`src/rtl/mem_access_stage_pkg.sv`:
```
// Shared types and constants for the memory-access stage: execute/write-back
// payloads, data-memory request bundle, load/store size codes and FSM states.
package mem_access_stage_pkg;

    localparam int cXLEN     = 32;
    localparam int cRegAddrW = 5;

    typedef enum logic [1:0] {
        IDLE = 2'd0,
        REQ  = 2'd1,
        RESP = 2'd2
    } tMemStateEnum;

    localparam logic [2:0] cLsByte  = 3'b000;
    localparam logic [2:0] cLsHalf  = 3'b001;
    localparam logic [2:0] cLsWord  = 3'b010;
    localparam logic [2:0] cLsByteU = 3'b100;
    localparam logic [2:0] cLsHalfU = 3'b101;

    typedef struct packed {
        logic             read;
        logic             write;
        logic [2:0]       opType;
        logic [cXLEN-1:0] addr;
        logic [cXLEN-1:0] wdata;
    } tMemOp;

    typedef struct packed {
        logic                 dv;
        logic [cRegAddrW-1:0] addr;
        logic [cXLEN-1:0]     data;
    } tRegOp;

    typedef struct packed {
        tMemOp memOp;
        tRegOp regOp;
    } tAluOut;

    typedef struct packed {
        logic             req;
        logic             we;
        logic [cXLEN-1:0] addr;
        logic [3:0]       be;
        logic [cXLEN-1:0] wdata;
    } tDmemReq;

    // Access size versus byte offset within the word.
    function automatic logic ls_misaligned(input logic [2:0] op, input logic [1:0] off);
        case (op)
            cLsHalf, cLsHalfU: return off[0];
            cLsWord:           return (off != 2'b00);
            default:           return 1'b0;
        endcase
    endfunction

endpackage

```
`src/rtl/mem_access_stage_lsu_align.sv`:
```
// Combinational lane logic: store byte-enable/data replication, load
// extract plus sign/zero extension, and misaligned/illegal op detection.
module lsu_align
    import mem_access_stage_pkg::*;
(
    input  logic             read,
    input  logic             write,
    input  logic [2:0]       op_type,
    input  logic [1:0]       addr_lo,
    input  logic [cXLEN-1:0] st_data,
    output logic [3:0]       be,
    output logic [cXLEN-1:0] wdata,
    output logic             err,
    input  logic [2:0]       ld_op_type,
    input  logic [1:0]       ld_off,
    input  logic [cXLEN-1:0] rdata,
    output logic [cXLEN-1:0] ld_data
);

    logic [3:0]       st_be_s;
    logic             illegal_s;
    logic [cXLEN-1:0] shifted_s;

    // Store lane formatting; loads always fetch the full word.
    always_comb begin
        st_be_s = 4'b1111;
        wdata   = st_data;
        case (op_type)
            cLsByte: begin
                wdata   = {4{st_data[7:0]}};
                st_be_s = 4'b0001 << addr_lo;
            end
            cLsHalf: begin
                wdata   = {2{st_data[15:0]}};
                st_be_s = 4'b0011 << addr_lo;
            end
            default: begin
                wdata   = st_data;
                st_be_s = 4'b1111;
            end
        endcase
        be = write ? st_be_s : 4'b1111;
    end

    // Unsigned store codes and the reserved funct3 values are rejected.
    always_comb begin
        illegal_s = (read && write) ||
                    (op_type == 3'b011) || (op_type == 3'b110) || (op_type == 3'b111) ||
                    (write && (op_type > cLsWord));
        err       = (read || write) && (illegal_s || ls_misaligned(op_type, addr_lo));
    end

    // Load extraction from the latched offset and size.
    always_comb begin
        shifted_s = rdata >> {ld_off, 3'b000};
        case (ld_op_type)
            cLsByte:  ld_data = {{24{shifted_s[7]}}, shifted_s[7:0]};
            cLsHalf:  ld_data = {{16{shifted_s[15]}}, shifted_s[15:0]};
            cLsByteU: ld_data = {24'h000000, shifted_s[7:0]};
            cLsHalfU: ld_data = {16'h0000, shifted_s[15:0]};
            default:  ld_data = shifted_s;
        endcase
    end

endmodule

```
`src/rtl/mem_access_stage.sv`:
```
// Memory-access pipeline stage: passes non-memory results through in one cycle
// and runs loads/stores over the request/grant/response data-memory port.
module mem_access_stage
    import mem_access_stage_pkg::*;
#(
    parameter int cXLEN = mem_access_stage_pkg::cXLEN
) (
    input  logic             clk,
    input  logic             rst,
    input  tAluOut           iAluOut,
    input  logic             iValid,
    output logic             oReady,
    output logic             oMemReq,
    output logic             oMemWe,
    output logic [cXLEN-1:0] oMemAddr,
    output logic [3:0]       oMemBe,
    output logic [cXLEN-1:0] oMemWdata,
    input  logic             iMemGnt,
    input  logic             iMemRvalid,
    input  logic [cXLEN-1:0] iMemRdata,
    output tRegOp            oRegOp,
    output logic             oMemErr
);

    tMemStateEnum         state_r, state_nxt_s;
    tDmemReq              dmem_r;
    tRegOp                regop_r;
    logic                 err_r;
    logic [2:0]           ld_op_r;
    logic [1:0]           ld_off_r;
    logic [cRegAddrW-1:0] rd_r;

    logic                 xfer_s, accept_s, pass_s, err_s, wb_s;
    logic [3:0]           al_be_s;
    logic [cXLEN-1:0]     al_wdata_s, ld_data_s;
    logic                 al_err_s;

    lsu_align u_align (
        .read       (iAluOut.memOp.read),
        .write      (iAluOut.memOp.write),
        .op_type    (iAluOut.memOp.opType),
        .addr_lo    (iAluOut.memOp.addr[1:0]),
        .st_data    (iAluOut.memOp.wdata),
        .be         (al_be_s),
        .wdata      (al_wdata_s),
        .err        (al_err_s),
        .ld_op_type (ld_op_r),
        .ld_off     (ld_off_r),
        .rdata      (iMemRdata),
        .ld_data    (ld_data_s)
    );

    assign xfer_s = iValid && (state_r == IDLE);

    // Next-state and per-cycle action strobes.
    always_comb begin
        state_nxt_s = state_r;
        accept_s    = 1'b0;
        pass_s      = 1'b0;
        err_s       = 1'b0;
        wb_s        = 1'b0;
        case (state_r)
            IDLE: begin
                if (!xfer_s) begin
                    state_nxt_s = IDLE;
                end else if (al_err_s) begin
                    err_s = 1'b1;
                end else if (iAluOut.memOp.read || iAluOut.memOp.write) begin
                    accept_s    = 1'b1;
                    state_nxt_s = REQ;
                end else begin
                    pass_s = 1'b1;
                end
            end
            REQ: begin
                if (iMemGnt) begin
                    state_nxt_s = dmem_r.we ? IDLE : RESP;
                end else begin
                    state_nxt_s = REQ;
                end
            end
            RESP: begin
                if (iMemRvalid) begin
                    wb_s        = 1'b1;
                    state_nxt_s = IDLE;
                end else begin
                    state_nxt_s = RESP;
                end
            end
            default: state_nxt_s = IDLE;
        endcase
    end

    // State register.
    always_ff @(posedge clk) begin
        if (rst) begin
            state_r <= IDLE;
        end else begin
            state_r <= state_nxt_s;
        end
    end

    // Memory request, latched load context, write-back and error registers.
    always_ff @(posedge clk) begin
        if (rst) begin
            dmem_r   <= '0;
            regop_r  <= '0;
            err_r    <= 1'b0;
            ld_op_r  <= 3'b000;
            ld_off_r <= 2'b00;
            rd_r     <= '0;
        end else begin
            err_r <= err_s;
            if (pass_s) begin
                regop_r <= iAluOut.regOp;
            end else if (wb_s) begin
                regop_r.dv   <= (rd_r != '0);
                regop_r.addr <= rd_r;
                regop_r.data <= ld_data_s;
            end else begin
                regop_r <= '0;
            end
            if (accept_s) begin
                dmem_r.req   <= 1'b1;
                dmem_r.we    <= iAluOut.memOp.write;
                dmem_r.addr  <= {iAluOut.memOp.addr[cXLEN-1:2], 2'b00};
                dmem_r.be    <= al_be_s;
                dmem_r.wdata <= al_wdata_s;
                ld_op_r      <= iAluOut.memOp.opType;
                ld_off_r     <= iAluOut.memOp.addr[1:0];
                rd_r         <= iAluOut.regOp.addr;
            end else if ((state_r == REQ) && iMemGnt) begin
                dmem_r.req <= 1'b0;
            end else begin
                dmem_r <= dmem_r;
            end
        end
    end

    assign oReady    = (state_r == IDLE);
    assign oMemReq   = dmem_r.req;
    assign oMemWe    = dmem_r.we;
    assign oMemAddr  = dmem_r.addr;
    assign oMemBe    = dmem_r.be;
    assign oMemWdata = dmem_r.wdata;
    assign oRegOp    = regop_r;
    assign oMemErr   = err_r;

endmodule

```
`config.mk`:
```
export PLATFORM = sky130hd
export DESIGN_NAME = mem_access_stage
export DESIGN_NICKNAME = d
export VERILOG_FILES = /design/src/rtl/mem_access_stage_pkg.sv /design/src/rtl/mem_access_stage_lsu_align.sv /design/src/rtl/mem_access_stage.sv
export SDC_FILE = /design/constraint.sdc
export NUM_CORES = 1
export LEC_CHECK = 0
export CORE_ASPECT_RATIO = 0.7
export CORE_UTILIZATION = 37
export DETAILED_ROUTE_END_ITERATION = 10
export GPL_ROUTABILITY_DRIVEN = 1
export GPL_TIMING_DRIVEN = 0
export PLACE_DENSITY = 0.79
export REMOVE_ABC_BUFFERS = 1
export SYNTH_ARGS = -nofsm -noshare
export SYNTH_HDL_FRONTEND = slang
export SYNTH_SLANG_ARGS = --single-unit
```
`constraint.sdc`:
```
create_clock -name clk -period 1.7 [get_ports clk]
set_clock_uncertainty 0.1 [all_clocks]
set_input_delay 0.17 -clock clk [delete_from_list [all_inputs] [get_ports clk]]
set_output_delay 0.17 -clock clk [all_outputs]
set_load 0.03 [all_outputs]
```
# Word-level counts from Yosys, hierarchy flattened
# Index checks and enable logic that the tools add are counted.
# classes
magnitude_cmp,1
eq_ne,13
shift,3
n_mux,27
bitwise_logic,2
reduce_logical,20
# op_table
op,count
$pmux 32 s4,1
$mux 38,2
$mux 70,1
$pmux 32 s2,1
$shr 32x5->32,1
$eq 3x3->1 const B,5
$mux 1,12
$mux 2,6
$pmux 4 s2,1
$eq 3x1->1 const B,2
$eq 3x2->1 const B,2
$logic_not 3->1,2
$logic_or 1x1->1,6
$pmux 2 s3,1
$logic_and 1x1->1,5
$reduce_bool 5->1,1
$mux 4,1
$reduce_bool 2->1,2
$shl 1x2->4 const A,1
$shl 2x2->4 const A,1
$gt 3x2->1 const B,1
$ne 3x2->1 const B,1
$ne 3x3->1 const B,1
$reduce_or 3->1,1
7 further kinds,8
# word_totals
register_bits,119
out_inout_bits,110
elab_cells,79

# Logic depth before layout (Yosys ltp)
# depth
word_depth,11
ltp_mapped,7

# Hierarchy
# From an unflattened synthesis, not the netlist that was laid out.
# unflattened
cells_unflattened,676
hier_area_um2,5928.2
# modules_own_cells
module,n_inst,cells_per_inst,area_each_um2,seq_area_each_um2
mem_access_stage,1,490,4546.9,2382.3
lsu_align,1,186,1381.3,0.0

# Worst setup path after synthesis
# OpenSTA, ideal clock, no wires.
# synth_timing
path_type,flip-flop to flip-flop
from,register ld_off_r[1]
to,register regop_r (netlist bit oRegOp[24])
setup_ns,0.122
t_arrival_ns,1.452
required_ns,1.478
slack_ns,0.026
stages_incl_launch_ff,6
synth_period_minus_slack_ns,1.674
path_cell_list,dfxtp_1 > buf_6 > mux4_2 > o211ai_2 > a21oi_2 > a221o_1
# synth_between
elab_chain_cells,4
# synth_lines
item,line_no,text
start: declaration,mem_access_stage.sv:30,logic [1:0] ld_off_r;
start signal: assignment,mem_access_stage.sv:130,ld_off_r <= iAluOut.memOp.addr[1:0];
$shr 32x5->32,mem_access_stage_lsu_align.sv:55,"shifted_s = rdata >> {ld_off, 3'b000};"
$pmux 32 s4,mem_access_stage_lsu_align.sv:56,case (ld_op_type)
$mux 38,mem_access_stage.sv:116,end else if (wb_s) begin
$mux 38,mem_access_stage.sv:114,if (pass_s) begin
end signal: assignment,mem_access_stage.sv:115,regop_r <= iAluOut.regOp;
end: declaration,mem_access_stage.sv:27,tRegOp regop_r;
# Every way passes these cells.
# A chain may end at the register's enable or synchronous reset.

# Worst setup path in the final report
# layout_timing
from,register state_r[0]
to,register dmem_r (netlist bit oMemWe)
# layout_between
elab_chain_cells,4
# layout_lines
item,line_no,text
start: declaration,mem_access_stage.sv:25,"tMemStateEnum state_r, state_nxt_s;"
start signal: assignment,mem_access_stage.sv:99,state_r <= state_nxt_s;
$logic_not 2->1 *,"mem_access_stage.sv:53, mem_access_stage.sv:62",
$logic_and 1x1->1,mem_access_stage.sv:53,assign xfer_s = iValid && (state_r == IDLE);
$mux 1,mem_access_stage.sv:64,if (!xfer_s) begin
$mux 1 *,mem_access_stage.sv:62,case (state_r)
end signal: assignment,mem_access_stage.sv:135,dmem_r <= dmem_r;
end: declaration,mem_access_stage.sv:26,tDmemReq dmem_r;
# Every way passes the cells marked *; elsewhere a longest branch is shown, timed or not.

==> flow_summary.json <==
{
  "status": "finished, violations left",
  "failed_checks": "negative setup slack",
  "final_cell_area_um2": 9480,
  "synth_edf_count": 0,
  "dp_slack_ns": -1.88,
  "clock_sinks": 119,
  "synthArstFlopShare": 0,
  "p_leak_uw": 0.00442,
  "cpMaxStageDelayCell": "dfxtp_4",
  "wirelength_um": 22800,
  "setup_viol": 58,
  "drive_gt1_frac": 0.185,
  "drt_iter0_drc": 364,
  "antenna_found_initial": 0,
  "setup_ws_ns": -0.0936,
  "critPathTopFamily": "simple AND/OR/NAND/NOR gates",
  "grtUsageTotal": 0.289,
  "overflow": 0,
  "internal_power_uw": 5910,
  "netlist_area_um2": 5310,
  "grt_setup_unrepaired": "yes",
  "htreeDepth": 4,
  "portBuffers": 251,
  "clk-insertion-delay-late_ns": 0.41,
  "max-cap-violations": 0,
  "postRouteAntennaNets": 0,
  "grt_start_max_net_pins": 53,
  "synth.distinct_cells": 54,
  "max-vdd-ir-drop_v": 0.000663,
  "maxSlewViolCount": 0,
  "synthTopCellsByArea": "dfxtp_1 45%, o21ai_0 10%, a21oi_1 7.3%",
  "final.min_clock_period_ns": 1.79,
  "gp_congestion": 0.747,
  "drtPass1Iterations": 5,
  "worst-path-buf-inv": 3,
  "cp.required_ns": 1.95,
  "clkTransAtPathRegs_ns": 0.06,
  "synthCells": 598,
  "placed_area_um2": 7910,
  "p_seq_frac": 0.358,
  "via_per_inst": 5.74,
  "final-hold-violation-count": 0,
  "cts_inserted_buffers": 17,
  "io_pins": 254,
  "p_comb_frac": 0.197,
  "nNetsFinal": 1002,
  "p_switching_uw": 2250,
  "die_area_um2": 14800,
  "slew_headroom": 0.388,
  "cts_tree": "done",
  "cp_max_fo": 8,
  "dpl.hpwl_um": 12700,
  "worst_pin_slew_ns": 0.912,
  "num_rows": 36,
  "synth-seq-area-share": 0.449,
  "cellPowerDensity_nw_per_um2": 861,
  "hold_class": "in2reg",
  "criticalPathCategory": "reg2reg",
  "p_sw_frac": 0.276,
  "cp.arrival_ns": 2.04,
  "synth_top_area_share": 0.449,
  "wire_per_inst_um": 21.5,
  "start_kind": "flop",
  "clock_path_buffers": 2,
  "synth_ff_type": "dfxtp_1",
  "n_antenna_cell": 0,
  "worstSetupEndpointType": "flop",
  "area.growth.synth_to_final_pct": 78.5,
  "ctsRootBufferMaster": "clkbuf_16",
  "power.total_uw": 8160,
  "yosysTopAreaCell": "dfxtp_1",
  "vias": 6086,
  "grt_pass1_wl_um": 32600,
  "initial_utilization": 0.380,
  "p_clk_frac": 0.445,
  "die_y_um": 102,
  "drc_errors": 0,
  "ys_warn_count": 0,
  "die_width_um": 145,
  "clock.fmax_mhz": 558,
  "grt_pass1_vias": 5600,
  "syn_avg_cell_area_um2": 8.88,
  "fin_crit_sh": 1.06,
  "max_stage_delay_ns": 0.37,
  "layout_commonest_cell": "clkdlybuf4s50_1",
  "final_util": 0.679,
  "core_area_um2": 14000,
  "ys_ff_latch": 119,
  "path_cells": "nor3b_4 -> buf_6 -> o21a_4 -> buf_12 -> buf_16 -> and4_1 -> a31o_2",
  "mostFrequentLayoutCells": "162 x clkdlybuf4s50_1, 115 x dfxtp_1, 75 x o21ai_0, 56 x dlymetal6s2s_1, 54 x a21oi_1"
}
power groups by stage:
stage	Sequential (uW)	Combinational, uW	Clock (uW)
final	2920	1610	3630
after global routing	2930	1680	3820
after CTS	2920	1520	3660
after detailed placement	2990	1290	0
after global placement	2990	1220	0
after floorplan	3140	363	0
cell usage after synthesis (all sizes together), types with 3 or more instances:
cell	count
a22oi	6
a311oi	8
a21oi	78
dfxtp	119
a32oi	7
nor3	3
clkbuf	28
o21ai	107
a2bb2oi	10
nor2	21
nor3b	3
a211o	7
mux2i	26
nor2b	8
nand3	48
o211ai	17
nand2	21
a21o	3
a221o	8
a22o	8
buf	35
worst paths after layout:
check	from	end	slack, ns	depth (start not counted)
setup / recovery	state_r[0]	oMemWe	-0.09	7
hold / removal	rst	state_r[1]	0.12	2
setup reg to reg	state_r[0]	oMemWe	-0.09	7
hold reg to reg	oMemAddr[19]	oMemAddr[19]	0.37	2
per-stage QoR:
step | std cells | setup TNS (ns) | hold WS [ns]
finish | 1060 | -2.29 | 0.118
global route | 1060 | -6.10 | 0.128
CTS | 1055 | -0.0246 | 0.0973
detailed placement | 983 | -136.18 | 0.360
global placement | 977 | -406.74 | 0.342
floorplan | 536 | -116.59 | 0.139
timing repair:
action | in CTS | in global routing
hold buffers | 0 | 0
cloned | 10 | 2
endpoints found under the setup margin | 144 | 153
pin swaps | 14 | 22
setup buffers | 31 | 4
resized for setup | 82 | 139
flip-flops by register name, indices dropped and copies added, names as in the netlist:
register / cells
oMemBe: 4
oMemWdata: 32
state_r: 2
oMemErr: 1
oRegOp: 38
ld_op_r: 3
ld_off_r: 2
oMemReq: 1
oMemAddr: 30
rd_r: 5
oMemWe: 1
cells by family (layout without fill, tap and decap cells):
kind of cell,after synthesis,count (layout),synth area share
compound gates,268,274,0.311
flops,119,119,0.449
simple gates,116,118,0.120
buf+inv,65,328,0.0613
mux,27,27,0.0533
fa+ha+maj,1,1,0.00189
other cells,1,2,0.000706
xor+xnor,1,1,0.00306
final cells by class:
cell class              count  area, um^2
well taps                 190         238
clock buffers              19         433
fillers                  1082        4480
clock inverters            12         154
flip-flops and latches    119        2400
repair buffers            295        3190
inverters                   2        7.51
multi-input cells         423        3060
layer usage:
| layer | share of wire | up-vias | track usage | wire, um |
|---|---|---|---|---|
| met5 | 0 | - | 0 | 0 |
| met4 | 0.015 | 0 | 0.0874 | 336 |
| met3 | 0.079 | 35 | 0.0746 | 1810 |
| met2 | 0.45 | 284 | 0.435 | 10300 |
| met1 | 0.45 | 2988 | 0.405 | 10400 |
| li1 | - | 2779 | - | - |
Note: power is estimated with default switching activity, not from simulation.
